==> src/rtl/vc_tx_scheduler_if.sv <==
// Handshake bundle between the per-class source FIFOs, the destination
// FIFO flags and vc_tx_scheduler.
interface vc_tx_scheduler_if #(
    parameter int WW = 3
);
    logic          enable;
    logic [3:0]    empty;
    logic [7:0]    dest_class;
    logic [3:0]    dst_alm_full;
    logic [WW-1:0] weight0;
    logic [WW-1:0] weight1;
    logic [WW-1:0] weight2;
    logic [WW-1:0] weight3;
    logic [3:0]    pop;
    logic          push;
    logic [1:0]    grant_idx;
    logic          busy;
    logic          idle;

    modport master (
        output enable, empty, dest_class, dst_alm_full,
        output weight0, weight1, weight2, weight3,
        input  pop, push, grant_idx, busy, idle
    );

    modport slave (
        input  enable, empty, dest_class, dst_alm_full,
        input  weight0, weight1, weight2, weight3,
        output pop, push, grant_idx, busy, idle
    );
endinterface

==> src/rtl/vc_tx_scheduler.sv <==
// Weighted round-robin drain of four class FIFOs into the shared output path.
// Define VC_SCHED_WRR_EN to load burst lengths from weight0..3; otherwise every burst is one pop.
module vc_tx_scheduler #(
    parameter int WW = 3
) (
    input  logic             clk,
    input  logic             reset,
    vc_tx_scheduler_if.slave sched
);
    localparam logic [1:0] ST_IDLE  = 2'd0;
    localparam logic [1:0] ST_ARB   = 2'd1;
    localparam logic [1:0] ST_BURST = 2'd2;
    localparam logic [WW-1:0] ONE_W  = WW'(1'b1);
    localparam logic [WW-1:0] ZERO_W = {WW{1'b0}};

    logic [1:0]    state_q, state_d;
    logic [1:0]    ptr_q, ptr_d;
    logic [WW-1:0] cnt_q, cnt_d;
    logic [1:0]    grant_q, grant_d;
    logic          push_q;

    logic [3:0]    elig_s;
    logic [3:0]    rot_s;
    logic [1:0]    off_s;
    logic [1:0]    pick_s;
    logic          found_s;
    logic [3:0]    pop_s;
    logic [WW-1:0] load_w_s;

    // A source is eligible when it has data and its head-of-line destination can accept it.
    always_comb begin
        elig_s = 4'b0000;
        for (int i = 0; i < 4; i++) begin
            elig_s[i] = !sched.empty[i] && !sched.dst_alm_full[sched.dest_class[2*i +: 2]];
        end
    end

    // Rotate eligibility so that bit 0 corresponds to the search start ptr_q.
    always_comb begin
        case (ptr_q)
            2'd0:    rot_s = elig_s;
            2'd1:    rot_s = {elig_s[0],   elig_s[3:1]};
            2'd2:    rot_s = {elig_s[1:0], elig_s[3:2]};
            2'd3:    rot_s = {elig_s[2:0], elig_s[3]};
            default: rot_s = elig_s;
        endcase
    end

    // First eligible offset from ptr_q.
    always_comb begin
        casez (rot_s)
            4'b???1: off_s = 2'd0;
            4'b??10: off_s = 2'd1;
            4'b?100: off_s = 2'd2;
            4'b1000: off_s = 2'd3;
            default: off_s = 2'd0;
        endcase
    end

    assign found_s = |elig_s;
    assign pick_s  = ptr_q + off_s;

`ifdef VC_SCHED_WRR_EN
    function automatic logic [WW-1:0] eff_weight(input logic [WW-1:0] w);
        logic [WW-1:0] r;
        r = (w == ZERO_W) ? ONE_W : w;
        return r;
    endfunction

    // Burst length of the candidate source.
    always_comb begin
        case (pick_s)
            2'd0:    load_w_s = eff_weight(sched.weight0);
            2'd1:    load_w_s = eff_weight(sched.weight1);
            2'd2:    load_w_s = eff_weight(sched.weight2);
            2'd3:    load_w_s = eff_weight(sched.weight3);
            default: load_w_s = ONE_W;
        endcase
    end
`else
    assign load_w_s = ONE_W;
`endif

    // Pop is combinational from state so it drops in the very cycle enable falls or an eligibility is lost.
    always_comb begin
        pop_s = 4'b0000;
        if ((state_q == ST_BURST) && sched.enable && elig_s[grant_q]) begin
            pop_s[grant_q] = 1'b1;
        end else begin
            pop_s = 4'b0000;
        end
    end

    // Scheduler next-state: disable dominates, a burst ends on its last pop or when its source stalls.
    always_comb begin
        state_d = state_q;
        ptr_d   = ptr_q;
        cnt_d   = cnt_q;
        grant_d = grant_q;
        if (!sched.enable) begin
            state_d = ST_IDLE;
            cnt_d   = ZERO_W;
        end else begin
            case (state_q)
                ST_IDLE: begin
                    state_d = ST_ARB;
                end
                ST_ARB: begin
                    if (found_s) begin
                        grant_d = pick_s;
                        cnt_d   = load_w_s;
                        state_d = ST_BURST;
                    end else begin
                        state_d = ST_ARB;
                    end
                end
                ST_BURST: begin
                    if (!elig_s[grant_q]) begin
                        state_d = ST_ARB;
                        ptr_d   = grant_q + 2'd1;
                    end else if (cnt_q <= ONE_W) begin
                        state_d = ST_ARB;
                        ptr_d   = grant_q + 2'd1;
                        cnt_d   = ZERO_W;
                    end else begin
                        cnt_d   = cnt_q - ONE_W;
                    end
                end
                default: begin
                    state_d = ST_IDLE;
                    cnt_d   = ZERO_W;
                end
            endcase
        end
    end

    // State registers; push lags pop by one cycle to match the source FIFO read latency.
    always_ff @(posedge clk) begin
        if (reset) begin
            state_q <= ST_IDLE;
            ptr_q   <= 2'd0;
            cnt_q   <= ZERO_W;
            grant_q <= 2'd0;
            push_q  <= 1'b0;
        end else begin
            state_q <= state_d;
            ptr_q   <= ptr_d;
            cnt_q   <= cnt_d;
            grant_q <= grant_d;
            push_q  <= |pop_s;
        end
    end

    assign sched.pop       = pop_s;
    assign sched.push      = push_q;
    assign sched.grant_idx = grant_q;
    assign sched.busy      = (state_q == ST_BURST);
    assign sched.idle      = (&sched.empty) && (state_q != ST_BURST);
endmodule
==> src/flat_wrapper.sv <==
// flat-port wrapper written by rule: the top's interface ports become plain ports
module vc_tx_scheduler_flat 
#(
    parameter int WW = 3
)
  (clk, reset, sched_enable, sched_empty, sched_dest_class, sched_dst_alm_full, sched_weight0, sched_weight1, sched_weight2, sched_weight3, sched_pop, sched_push, sched_grant_idx, sched_busy, sched_idle);
  vc_tx_scheduler_if #(.WW(WW)) sched_i ();
  input  logic clk;
  input  logic reset;
  input wire logic [$bits(sched_i.enable)-1:0] sched_enable;
  input wire logic [$bits(sched_i.empty)-1:0] sched_empty;
  input wire logic [$bits(sched_i.dest_class)-1:0] sched_dest_class;
  input wire logic [$bits(sched_i.dst_alm_full)-1:0] sched_dst_alm_full;
  input wire logic [$bits(sched_i.weight0)-1:0] sched_weight0;
  input wire logic [$bits(sched_i.weight1)-1:0] sched_weight1;
  input wire logic [$bits(sched_i.weight2)-1:0] sched_weight2;
  input wire logic [$bits(sched_i.weight3)-1:0] sched_weight3;
  output wire logic [$bits(sched_i.pop)-1:0] sched_pop;
  output wire logic [$bits(sched_i.push)-1:0] sched_push;
  output wire logic [$bits(sched_i.grant_idx)-1:0] sched_grant_idx;
  output wire logic [$bits(sched_i.busy)-1:0] sched_busy;
  output wire logic [$bits(sched_i.idle)-1:0] sched_idle;
  assign sched_i.enable = sched_enable;
  assign sched_i.empty = sched_empty;
  assign sched_i.dest_class = sched_dest_class;
  assign sched_i.dst_alm_full = sched_dst_alm_full;
  assign sched_i.weight0 = sched_weight0;
  assign sched_i.weight1 = sched_weight1;
  assign sched_i.weight2 = sched_weight2;
  assign sched_i.weight3 = sched_weight3;
  assign sched_pop = sched_i.pop;
  assign sched_push = sched_i.push;
  assign sched_grant_idx = sched_i.grant_idx;
  assign sched_busy = sched_i.busy;
  assign sched_idle = sched_i.idle;
  vc_tx_scheduler #(.WW(WW)) u_core (.clk(clk), .reset(reset), .sched(sched_i));
endmodule
==> config.mk <==
export PLATFORM = sky130hd
export DESIGN_NAME = vc_tx_scheduler_flat
export DESIGN_NICKNAME = d
export VERILOG_FILES = /design/src/rtl/vc_tx_scheduler_if.sv /design/src/rtl/vc_tx_scheduler.sv /design/src/flat_wrapper.sv
export SDC_FILE = /design/constraint.sdc
export NUM_CORES = 1
export LEC_CHECK = 0
export BUFFER_PORTS_ARGS = -buffer_cell sky130_fd_sc_hd__buf_2
export CORE_MARGIN = 2
export CORE_UTILIZATION = 50
export CTS_CLUSTER_DIAMETER = 40
export CTS_CLUSTER_SIZE = 16
export DETAILED_ROUTE_END_ITERATION = 10
export HOLD_SLACK_MARGIN = 0.15
export PLACE_DENSITY = 0.83
export SLEW_MARGIN = 20
export SYNTH_ARGS = -nofsm -noshare
export SYNTH_HDL_FRONTEND = slang
export SYNTH_SLANG_ARGS = --single-unit
==> constraint.sdc <==
create_clock -name clk -period 7.9 [get_ports clk]
set_clock_uncertainty 0.15 [all_clocks]
set_input_delay 0.395 -clock clk [delete_from_list [all_inputs] [get_ports clk]]
set_output_delay 0.395 -clock clk [all_outputs]
set_load 0.05 [all_outputs]
==> flow_summary.json <==
{
  "drc_errors": 0,
  "report.final.slew_viol_count": 0,
  "cp-end-kind": "output pin",
  "cts_tree": "done",
  "utilization_pct": 64.6,
  "wl_um": 2140,
  "ir_drop_mv": 0.0664,
  "dp_worst_setup_slack_ps": 4840,
  "syn_area_um2": 936,
  "p_int_w": 0.0000953,
  "worst_slack_ps": 4880,
  "syn2layout_area_growth_pct": 20.5,
  "powerDensity_nw_per_um2": 120,
  "holdBufCountCts": 0,
  "pwr-share-comb_pct": 26.2,
  "clk_pin_slew_ps": 70,
  "synth_seq_cells": 10,
  "grt_pass1_vias": 849,
  "min_period_ps": 3020,
  "seqPwrFrac_pct": 39.0,
  "coreArea_um2": 1750,
  "yosys_warnings": 0,
  "numClockSinks": 10,
  "ys_seq_area_share_pct": 21.4,
  "io_buffer_count": 27,
  "ctsHtreeMaxLevel": 1,
  "crit_type": "input port to output pin",
  "drt-wirelength-per-cell_um": 13.5,
  "p_sw_share_pct": 29.7,
  "viasPerCell": 5.99,
  "drt-initial-drc-count": 13,
  "first_pass_iters": 4,
  "synth_cell_types": 34,
  "clockRootBuffer": "clkbuf_4",
  "ys.flop_type": "dfxtp_1",
  "power_leakage_nw": 0.451,
  "hold_viol": 0,
  "antenna_left": 0,
  "die_w_um": 47.3,
  "cts_max_path_buffers": 2,
  "clkLatencyLatePin_ps": 270,
  "die_y_um": 47.3,
  "p_clk_share_pct": 34.8,
  "maxSlewHeadroom_pct": 59.5,
  "cts_inserted_buffers": 3,
  "grt_usage_pct": 22.1,
  "io_pins": 40,
  "min_path_type": "input port to register",
  "whs_ps": 217,
  "vias": 946,
  "dpl.cell_count": 154,
  "synth_nets": 147,
  "grt_overflow_total": 0,
  "worstMarginPinSlew_ps": 602,
  "fmaxAchievable_mhz": 331,
  "diodes": 0,
  "status": "completed",
  "place_congestion": 0.785,
  "setup-tns-final_ps": 0,
  "rsz0062_at_grt": "false",
  "setup_viol": 0,
  "worstPathRequired_ps": 7360,
  "synth-edff-count": 0,
  "grt_max_degree": 12,
  "final.period_utilization_pct": 38.3,
  "power_switching_w": 0.0000402,
  "grt_pass1_wl_um": 3460,
  "syn_avg_cell_area_um2": 8.91,
  "syn_inst": 105,
  "instances_no_fill": 158,
  "maxCapViolations": 0,
  "cp_max_fo": 6,
  "antenna_found_initial": 0,
  "ys_async_sr_fraction_pct": 0,
  "cp.arrival_ps": 2480,
  "rows": 15,
  "start_util_pct": 53.6,
  "start_kind": "input port",
  "post_cts_buffers": 0,
  "nNetsFinal": 176,
  "ctsResizeCount": 0,
  "drive_gt1_share_pct": 30.1,
  "hpwlAfterDp_um": 1750,
  "fp.dieArea_um2": 2230
}
## final cells by class
type / count / area (µm²)
multi-input combinational: 84 / 694
fill: 166 / 618
sequential: 10 / 200
timing repair buffer: 27 / 135
clock buffer: 4 / 36.3
tap: 25 / 31.3
inverter: 8 / 30.0
## metrics by stage
step | instance area, µm² | total power [W]
after global routing | 1130 | 0.000143
after global placement | 1090 | 0.0000879
after detailed placement | 1090 | 0.0000893
final | 1130 | 0.000135
after CTS | 1130 | 0.000136
after floorplan | 936 | 0.0000783
## worst max-delay path: stages
cell    delay, ps
buf_2         120
mux4_2        470
or2_1         300
mux4_2        550
nor2_1        220
and2_1        160
buf_2         260
## kinds of logic (layout without fill, tap and decap cells)
| group | count (synthesis) | in the layout | share of synthesized area, % |
|---|---|---|---|
| xor gates and xnor gates | 2 | 2 | 1.87 |
| muxes | 8 | 8 | 16.6 |
| AOI/OAI and AO/OA | 24 | 24 | 19.9 |
| and+or+nand+nor | 39 | 39 | 21.1 |
| buffers and inverters | 11 | 39 | 4.41 |
| adders and majority gates | 11 | 11 | 14.7 |
| DFF | 10 | 10 | 21.4 |
## cell usage in the layout (no fill, tap or decap), types with 3 or more instances in the layout
cell type / instances
buf_2: 27
nor2_1: 13
ha_1: 11
dfxtp_1: 10
inv_1: 8
mux4_2: 6
o2111ai_1: 5
nand2_1: 5
and2_1: 4
a311oi_1: 3
nor4_1: 3
a21oi_1: 3
nand3_1: 3
clkbuf_4: 3
## synth_stat cells, types with 2 or more instances
cell type,number,area [µm²]
dfxtp_1,10,200
mux2i_1,2,20.0
nand2_1,5,18.8
ha_1,11,138
mux4_2,6,135
nor4_1,3,18.8
nor3_1,2,10.0
nand3_1,3,15.0
nor2_1,13,48.8
inv_1,8,30.0
o41ai_1,2,17.5
or2_2,2,12.5
a21oi_1,3,15.0
xnor2_1,2,17.5
a311oi_1,3,26.3
and2_1,4,25.0
clkbuf_1,3,11.3
o2111ai_1,5,43.8
a211oi_1,2,15.0
or2_1,2,12.5
## layer usage
metal	GRT usage, %	wire [µm]
met4	10.0	48
met3	3.46	113
met1	26.4	925
met2	38.6	1050
met5	0	0
## state kept, by name, indices dropped and copies added, names as in the netlist
signal,flops
u_core.sched.push,1
u_core.sched.grant_idx,2
u_core.state_q,2
u_core.cnt_q,3
u_core.ptr_q,2
## path summary, 6_finish.rpt
| path | start | end | slack [ps] | depth (start not counted) |
|---|---|---|---|---|
| setup / recovery | sched_dst_alm_full[3] | sched_pop[0] | 4880 | 7 |
| hold / removal | reset | u_core.sched.grant_idx[1] | 220 | 2 |
| setup reg to reg | u_core.ptr_q[0] | u_core.sched.grant_idx[1] | 5660 | 7 |
| hold reg to reg | u_core.cnt_q[1] | u_core.cnt_q[1] | 360 | 2 |
## power groups by stage
stage / sequential, W / clock, W / combinational (W)
floorplan: 0.0000550 / 0 / 0.0000233
global placement: 0.0000539 / 0 / 0.0000340
finish: 0.0000528 / 0.0000472 / 0.0000355
global route: 0.0000530 / 0.0000509 / 0.0000396
CTS: 0.0000528 / 0.0000480 / 0.0000354
detailed placement: 0.0000540 / 0 / 0.0000352
(Power assumes the default switching activity.)
